===== src/rtl/vga_timing_gen.sv =====
// VGA raster timing generator on a single clock, advancing on a divided pixel-enable strobe.
// Optional window comparators and linear window address are built when VGA_TIMING_WIN_EN is defined.
module vga_timing_gen #(
  parameter int unsigned H_ACTIVE = 640,
  parameter int unsigned H_FP     = 16,
  parameter int unsigned H_SYNC   = 96,
  parameter int unsigned H_BP     = 48,
  parameter int unsigned V_ACTIVE = 480,
  parameter int unsigned V_FP     = 10,
  parameter int unsigned V_SYNC   = 2,
  parameter int unsigned V_BP     = 33,
  parameter int unsigned CLK_DIV  = 2,
  parameter bit          HS_POL   = 1'b0,
  parameter bit          VS_POL   = 1'b0,
  parameter int unsigned WIN_X0   = 0,
  parameter int unsigned WIN_Y0   = 0,
  parameter int unsigned WIN_W    = 250,
  parameter int unsigned WIN_H    = 250,
  parameter int unsigned ADDR_W   = 16
) (
  input  logic              clk50,
  input  logic              rst,
  output logic              pix_en,
  output logic              hsync,
  output logic              vsync,
  output logic              de,
  output logic [10:0]       counter_x,
  output logic [10:0]       counter_y,
  output logic              line_start,
  output logic              frame_start,
  output logic              win_active,
  output logic [ADDR_W-1:0] win_addr
);

  localparam int unsigned CW       = 11;
  localparam int unsigned H_TOTAL  = H_ACTIVE + H_FP + H_SYNC + H_BP;
  localparam int unsigned V_TOTAL  = V_ACTIVE + V_FP + V_SYNC + V_BP;
  localparam int unsigned HS_START = H_ACTIVE + H_FP;
  localparam int unsigned HS_END   = HS_START + H_SYNC;
  localparam int unsigned VS_START = V_ACTIVE + V_FP;
  localparam int unsigned VS_END   = VS_START + V_SYNC;
  localparam int unsigned DIV_W    = (CLK_DIV > 1) ? $clog2(CLK_DIV) : 1;

  // Reject configurations the counters and address cannot represent
  if (CLK_DIV == 0 || CLK_DIV > 16) begin : g_bad_div
    $error("vga_timing_gen: CLK_DIV must be in 1..16");
  end
  if (H_TOTAL > 2048 || V_TOTAL > 2048) begin : g_bad_total
    $error("vga_timing_gen: raster totals exceed 11-bit counters");
  end
  if ((64'(WIN_W) * 64'(WIN_H)) > (64'd1 << ADDR_W)) begin : g_bad_addr
    $error("vga_timing_gen: ADDR_W too small for WIN_W*WIN_H");
  end
  if ((WIN_X0 + WIN_W) > 2048 || (WIN_Y0 + WIN_H) > 2048) begin : g_bad_win
    $error("vga_timing_gen: window exceeds coordinate range");
  end

  logic [DIV_W-1:0] div_q, div_d;
  logic             pix_en_q, pix_en_d;
  logic [CW-1:0]    x_q, x_d, y_q, y_d;
  logic             x_last_c, y_last_c;
  logic             hs_on_c, vs_on_c, de_c, ls_c, fs_c;

  logic             hsync_q, hsync_d, vsync_q, vsync_d;
  logic             de_q, de_d, ls_q, ls_d, fs_q, fs_d;
  logic [CW-1:0]    cx_q, cx_d, cy_q, cy_d;

  // Pixel-enable divider
  always_comb begin : div_next
    div_d    = div_q + DIV_W'(1);
    pix_en_d = 1'b0;
    if (div_q == DIV_W'(CLK_DIV - 1)) begin
      div_d    = '0;
      pix_en_d = 1'b1;
    end
  end

  assign x_last_c = (x_q == CW'(H_TOTAL - 1));
  assign y_last_c = (y_q == CW'(V_TOTAL - 1));

  // Raster position
  always_comb begin : pos_next
    x_d = x_q;
    y_d = y_q;
    if (pix_en_q) begin
      if (x_last_c) begin
        x_d = '0;
        y_d = y_last_c ? '0 : (y_q + CW'(1));
      end else begin
        x_d = x_q + CW'(1);
      end
    end
  end

  // Decode of the current position
  assign hs_on_c = (x_q >= CW'(HS_START)) && (x_q < CW'(HS_END));
  assign vs_on_c = (y_q >= CW'(VS_START)) && (y_q < CW'(VS_END));
  assign de_c    = (x_q < CW'(H_ACTIVE)) && (y_q < CW'(V_ACTIVE));
  assign ls_c    = (x_q == '0);
  assign fs_c    = ls_c && (y_q == '0);

  // Outputs capture the decoded position once per pixel and hold for the period
  always_comb begin : out_next
    hsync_d = hsync_q;
    vsync_d = vsync_q;
    de_d    = de_q;
    ls_d    = ls_q;
    fs_d    = fs_q;
    cx_d    = cx_q;
    cy_d    = cy_q;
    if (pix_en_q) begin
      hsync_d = hs_on_c ? HS_POL : ~HS_POL;
      vsync_d = vs_on_c ? VS_POL : ~VS_POL;
      de_d    = de_c;
      ls_d    = ls_c;
      fs_d    = fs_c;
      cx_d    = x_q;
      cy_d    = y_q;
    end
  end

  always_ff @(posedge clk50) begin
    if (rst) begin
      div_q    <= '0;
      pix_en_q <= 1'b0;
      x_q      <= '0;
      y_q      <= '0;
      hsync_q  <= ~HS_POL;
      vsync_q  <= ~VS_POL;
      de_q     <= 1'b0;
      ls_q     <= 1'b0;
      fs_q     <= 1'b0;
      cx_q     <= '0;
      cy_q     <= '0;
    end else begin
      div_q    <= div_d;
      pix_en_q <= pix_en_d;
      x_q      <= x_d;
      y_q      <= y_d;
      hsync_q  <= hsync_d;
      vsync_q  <= vsync_d;
      de_q     <= de_d;
      ls_q     <= ls_d;
      fs_q     <= fs_d;
      cx_q     <= cx_d;
      cy_q     <= cy_d;
    end
  end

  assign pix_en      = pix_en_q;
  assign hsync       = hsync_q;
  assign vsync       = vsync_q;
  assign de          = de_q;
  assign line_start  = ls_q;
  assign frame_start = fs_q;
  assign counter_x   = cx_q;
  assign counter_y   = cy_q;

`ifdef VGA_TIMING_WIN_EN
  localparam int unsigned       WW       = CW + 1;
  localparam logic [ADDR_W-1:0] WIN_LAST = ADDR_W'(WIN_W * WIN_H - 1);

  logic [WW-1:0]     wx_off_c, wy_off_c;
  logic              win_c;
  logic [ADDR_W-1:0] waddr_q, waddr_d, win_addr_q, win_addr_d;
  logic              win_active_q, win_active_d;

  // Offsets below the origin wrap high, so one compare covers both bounds
  assign wx_off_c = {1'b0, x_q} - WW'(WIN_X0);
  assign wy_off_c = {1'b0, y_q} - WW'(WIN_Y0);
  assign win_c    = de_c && (wx_off_c < WW'(WIN_W)) && (wy_off_c < WW'(WIN_H));

  // waddr_q always holds the address of the next window pixel; it saturates at the last one
  always_comb begin : win_next
    waddr_d      = waddr_q;
    win_addr_d   = win_addr_q;
    win_active_d = win_active_q;
    if (pix_en_q) begin
      win_active_d = win_c;
      win_addr_d   = waddr_q;
      if (x_last_c && y_last_c) begin
        waddr_d = '0;
      end else if (win_c && (waddr_q != WIN_LAST)) begin
        waddr_d = waddr_q + ADDR_W'(1);
      end
    end
  end

  always_ff @(posedge clk50) begin
    if (rst) begin
      waddr_q      <= '0;
      win_addr_q   <= '0;
      win_active_q <= 1'b0;
    end else begin
      waddr_q      <= waddr_d;
      win_addr_q   <= win_addr_d;
      win_active_q <= win_active_d;
    end
  end

  assign win_active = win_active_q;
  assign win_addr   = win_addr_q;
`else
  assign win_active = 1'b0;
  assign win_addr   = '0;
`endif

endmodule


===== config.mk =====
export PLATFORM = sky130hd
export DESIGN_NAME = vga_timing_gen
export DESIGN_NICKNAME = d
export VERILOG_FILES = /design/src/rtl/vga_timing_gen.sv
export SDC_FILE = /design/constraint.sdc
export NUM_CORES = 1
export LEC_CHECK = 0
export CAP_MARGIN = 20
export CORE_MARGIN = 2
export CORE_UTILIZATION = 24
export DETAILED_ROUTE_END_ITERATION = 10
export PLACE_DENSITY = 0.55
export RECOVER_POWER = 25
export REMOVE_ABC_BUFFERS = 1
export SYNTH_ARGS = -nofsm -noshare
export SYNTH_HDL_FRONTEND = slang
export SYNTH_SLANG_ARGS = --single-unit

===== constraint.sdc =====
create_clock -name clk50 -period 2 [get_ports clk50]
set_input_delay 0.5 -clock clk50 [delete_from_list [all_inputs] [get_ports clk50]]
set_output_delay 0.5 -clock clk50 [all_outputs]
set_load 0.05 [all_outputs]

==> flow_results.xml <==
<?xml version="1.0" encoding="UTF-8"?>
<metrics>
  <group name="synthesis">
    <metric name="synth_largest_area_cell" unit="">dfxtp_1</metric>
    <metric name="synth_async_sr_flop_share" unit="">0</metric>
    <metric name="synth_common_cells" unit="">dfxtp_1 (51), nor2_1 (40), mux2i_1 (23)</metric>
    <metric name="number_of_flops_mapped_to_enable_cells_by_yosys" unit="">0</metric>
    <metric name="most_used_standard_cell_by_instance_count_after_synthesis" unit="">dfxtp_1</metric>
    <metric name="synth.lib_cells_used.distinct" unit="">42</metric>
    <metric name="post_synth.cell_area_avg" unit="um2">8.99</metric>
    <metric name="ys_flop_type" unit="">dfxtp_1</metric>
    <metric name="synth-seq-cells" unit="">51</metric>
    <metric name="post_synth_main_area_contributors" unit="">dfxtp_1 (42%), mux2i_1 (9.5%), nor2_1 (6.2%), buf_4 (5.3%), xnor2_1 (2.9%)</metric>
    <metric name="syn-instance-count" unit="">269</metric>
    <metric name="fraction_of_post_synthesis_cell_area_in_the_top_cell_type_by_area" unit="">0.422</metric>
    <metric name="synthesis.area" unit="mm2">0.00242</metric>
    <metric name="ys.warnings.count" unit="">0</metric>
    <metric name="synth_sequential_area_ratio" unit="">0.422</metric>
  </group>
  <group name="die">
    <metric name="die_x" unit="um">104</metric>
    <metric name="ios" unit="">47</metric>
    <metric name="core_area" unit="mm2">0.00977</metric>
    <metric name="die-area" unit="mm2">0.0109</metric>
    <metric name="die_height" unit="um">104</metric>
    <metric name="placementRows" unit="">36</metric>
    <metric name="start_util" unit="">0.247</metric>
  </group>
  <group name="sta">
    <metric name="timing.hold.ws" unit="ps">413</metric>
    <metric name="final_critical_path_setup_slack" unit="ps">139</metric>
    <metric name="timing.fmax" unit="GHz">0.537</metric>
    <metric name="max_slew.worst_pin.slew" unit="ps">623</metric>
    <metric name="layout_worst_path_cycle_share" unit="">0.930</metric>
    <metric name="drv_slew" unit="">0</metric>
    <metric name="hold_violations" unit="">0</metric>
    <metric name="worst_clock_skew" unit="ps">13.7</metric>
    <metric name="timing.slew.headroom" unit="">0.587</metric>
    <metric name="final_period_minus_worst_setup_slack" unit="ps">1860</metric>
    <metric name="setup-violations-final" unit="">0</metric>
    <metric name="setup_repair_after_global_routing_missed_its_margin" unit="">false</metric>
  </group>
  <group name="critical_path">
    <metric name="worst_setup_path_startpoint" unit="">x_q[0]</metric>
    <metric name="cp.arrival" unit="ps">2090</metric>
    <metric name="critical_path_class" unit="">register to register</metric>
    <metric name="crit_path_cell_trace" unit="">ha_2, nand4b_2, or4_4, or4_1, a21oi_1</metric>
    <metric name="worst_path_max_delay_cell" unit="">or4_4</metric>
    <metric name="worst_ep_required_time" unit="ps">2230</metric>
    <metric name="critical_path_sink_type" unit="">register</metric>
    <metric name="r2r.worst_path.cells" unit="">5</metric>
    <metric name="reg2reg_from" unit="">x_q[0]</metric>
    <metric name="setup.worst_path.start_class" unit="">register</metric>
    <metric name="crit_path_max_incr_delay" unit="ps">490</metric>
    <metric name="path_max_fanout" unit="">6</metric>
  </group>
  <group name="place">
    <metric name="gp_routability_congestion" unit="">0.869</metric>
    <metric name="detailed_placer_s_ending_hpwl" unit="um">4150</metric>
    <metric name="preCtsSetupSlack" unit="ps">38.5</metric>
    <metric name="i_o_buffers" unit="">29</metric>
  </group>
  <group name="hold_path">
    <metric name="worst_hold_path_type" unit="">register to register</metric>
    <metric name="whs_path_depth" unit="">1</metric>
    <metric name="hold_path_startpoint" unit="">div_q</metric>
  </group>
  <group name="flow_run">
    <metric name="maxCapViolations" unit="">0</metric>
  </group>
  <group name="cts">
    <metric name="clk_pin_slew_worst_paths" unit="ps">100</metric>
    <metric name="tritoncts" unit="">yes</metric>
    <metric name="ctsHtreeMaxLevel" unit="">2</metric>
    <metric name="numCtsBuffers" unit="">5</metric>
    <metric name="clk_root_buffer_cell" unit="">clkbuf_8</metric>
    <metric name="cts_num_sinks" unit="">51</metric>
    <metric name="worst_skew_pair.late_latency" unit="ps">310</metric>
    <metric name="clockBufferDepth" unit="">2</metric>
  </group>
  <group name="global_routing">
    <metric name="antenna_found_initial" unit="">0</metric>
    <metric name="grt_max_degree" unit="">27</metric>
    <metric name="grt_overflow" unit="">0</metric>
    <metric name="first_global_vias" unit="">1801</metric>
    <metric name="grt_pass1_wl" unit="um">9320</metric>
    <metric name="grt_util_all_layers" unit="">0.105</metric>
  </group>
  <group name="pwr">
    <metric name="total_leakage_power" unit="uW">0.00113</metric>
    <metric name="power.ir.vdd_worst" unit="V">0.000307</metric>
    <metric name="power_density" unit="mW/mm2">634</metric>
  </group>
  <group name="detailed_routing">
    <metric name="detailedRoute.firstPassIterationCount" unit="">4</metric>
    <metric name="via_per_inst" unit="">4.45</metric>
    <metric name="initialDrtViolationCount" unit="">82</metric>
    <metric name="routed_length_per_placed_instance" unit="um">12.7</metric>
    <metric name="detail-route-antenna-nets" unit="">0</metric>
    <metric name="drc_errors_left" unit="">0</metric>
    <metric name="num_vias" unit="">1979</metric>
    <metric name="wirelength" unit="um">5640</metric>
  </group>
  <group name="finish">
    <metric name="area_growth_syn_to_layout" unit="%">21.4</metric>
    <metric name="final_nets" unit="">318</metric>
    <metric name="drive_gt1_frac" unit="">0.199</metric>
    <metric name="number_of_antenna_repair_diodes" unit="">0</metric>
  </group>
  <group name="outcome">
    <metric name="outcome" unit="">finished clean</metric>
  </group>
</metrics>
==> report_power, final <==
part	internal (uW)	switching (uW)	total (uW)
sequential	1020	6.62	1030
combinational	40.3	136	177
clock	317	336	652
total	1380	479	1860
==> state kept, by name, summed over array words and instances (netlist names) <==
register and flops:
counter_x 11, counter_y 11, x_q 11, y_q 11, de 1, div_q 1
frame_start 1, hsync 1, line_start 1, pix_en 1, vsync 1
==> repair_timing <==
item,CTS,global route
gates resized for setup,1,3
hold buffers,0,0
buffers inserted,0,0
setup endpoints to repair,2,4
pin swaps,0,1
==> path summary, 6_finish.rpt <==
path	slack, ps	endpoint
max	140	y_q[9]
min	410	div_q
min reg2reg	410	div_q
max reg2reg	140	y_q[9]
==> area by class of cell <==
cell class / instances / area, um2
multi-input cells: 187 / 1210
clock buffers: 8 / 100
inverters: 8 / 30.0
well taps: 133 / 166
repair buffers: 58 / 402
fillers: 1052 / 6840
flip-flops and latches: 51 / 1020
==> metrics by stage <==
| step | utilization | total power [uW] | cells | TNS, ps | cell area [um2] |
|---|---|---|---|---|---|
| after global placement | 0.293 | 1230 | 437 | 0 | 2870 |
| after global routing | 0.300 | 1940 | 445 | 0 | 2930 |
| after floorplan | - | 1180 | 246 | -20880 | 2250 |
| after CTS | 0.304 | 1880 | 445 | 0 | 2970 |
| after detailed placement | 0.293 | 1230 | 437 | 0 | 2870 |
| final | 0.300 | 1860 | 445 | 0 | 2930 |
==> layout by cell type (no fill, tap or decap), types with 3 or more instances in the layout <==
| cell type | Yosys | layout |
|---|---|---|
| dfxtp_1 | 51 | 50 |
| buf_4 | 17 | 43 |
| nor2_1 | 40 | 40 |
| mux2i_1 | 23 | 23 |
| conb_1 | 1 | 17 |
| nand2_1 | 15 | 15 |
| clkbuf_1 | 15 | 14 |
| nor4_1 | 10 | 10 |
| nand4_1 | 9 | 9 |
| inv_1 | 8 | 8 |
| xnor2_1 | 8 | 8 |
| a21oi_1 | 8 | 8 |
| clkbuf_8 | 0 | 7 |
| nor3_1 | 5 | 5 |
| xor2_1 | 5 | 5 |
| nand3_1 | 5 | 5 |
| ha_1 | 5 | 4 |
| or4_1 | 4 | 3 |
| o31ai_1 | 3 | 3 |
==> per-layer routing <==
metal,GRT usage,routed length [um],vias up,share of wire
li1,-,-,976,-
met1,0.145,2820,930,0.50
met2,0.165,2460,61,0.44
met3,0.0213,289,12,0.051
met4,0.0290,71,0,0.013
met5,0,0,-,0
==> critical path: cells and delay by family, from the launching register on <==
family / cells / cell delay (ps)
fa+ha+maj: 1 / 210
simple gates: 3 / 1070
compound gates: 1 / 160
flops: 1 / 350
==> cell families after synthesis <==
family,Yosys count,share of synthesized area
and+or+nand+nor,108,0.240
DFF,51,0.422
buffers and inverters,47,0.107
muxes,23,0.0952
AOI/OAI and AO/OA,21,0.0606
xor gates and xnor gates,13,0.0471
adders and majority gates,5,0.0259
other,1,0.00155
No activity file was read; power rests on OpenSTA's default activity.
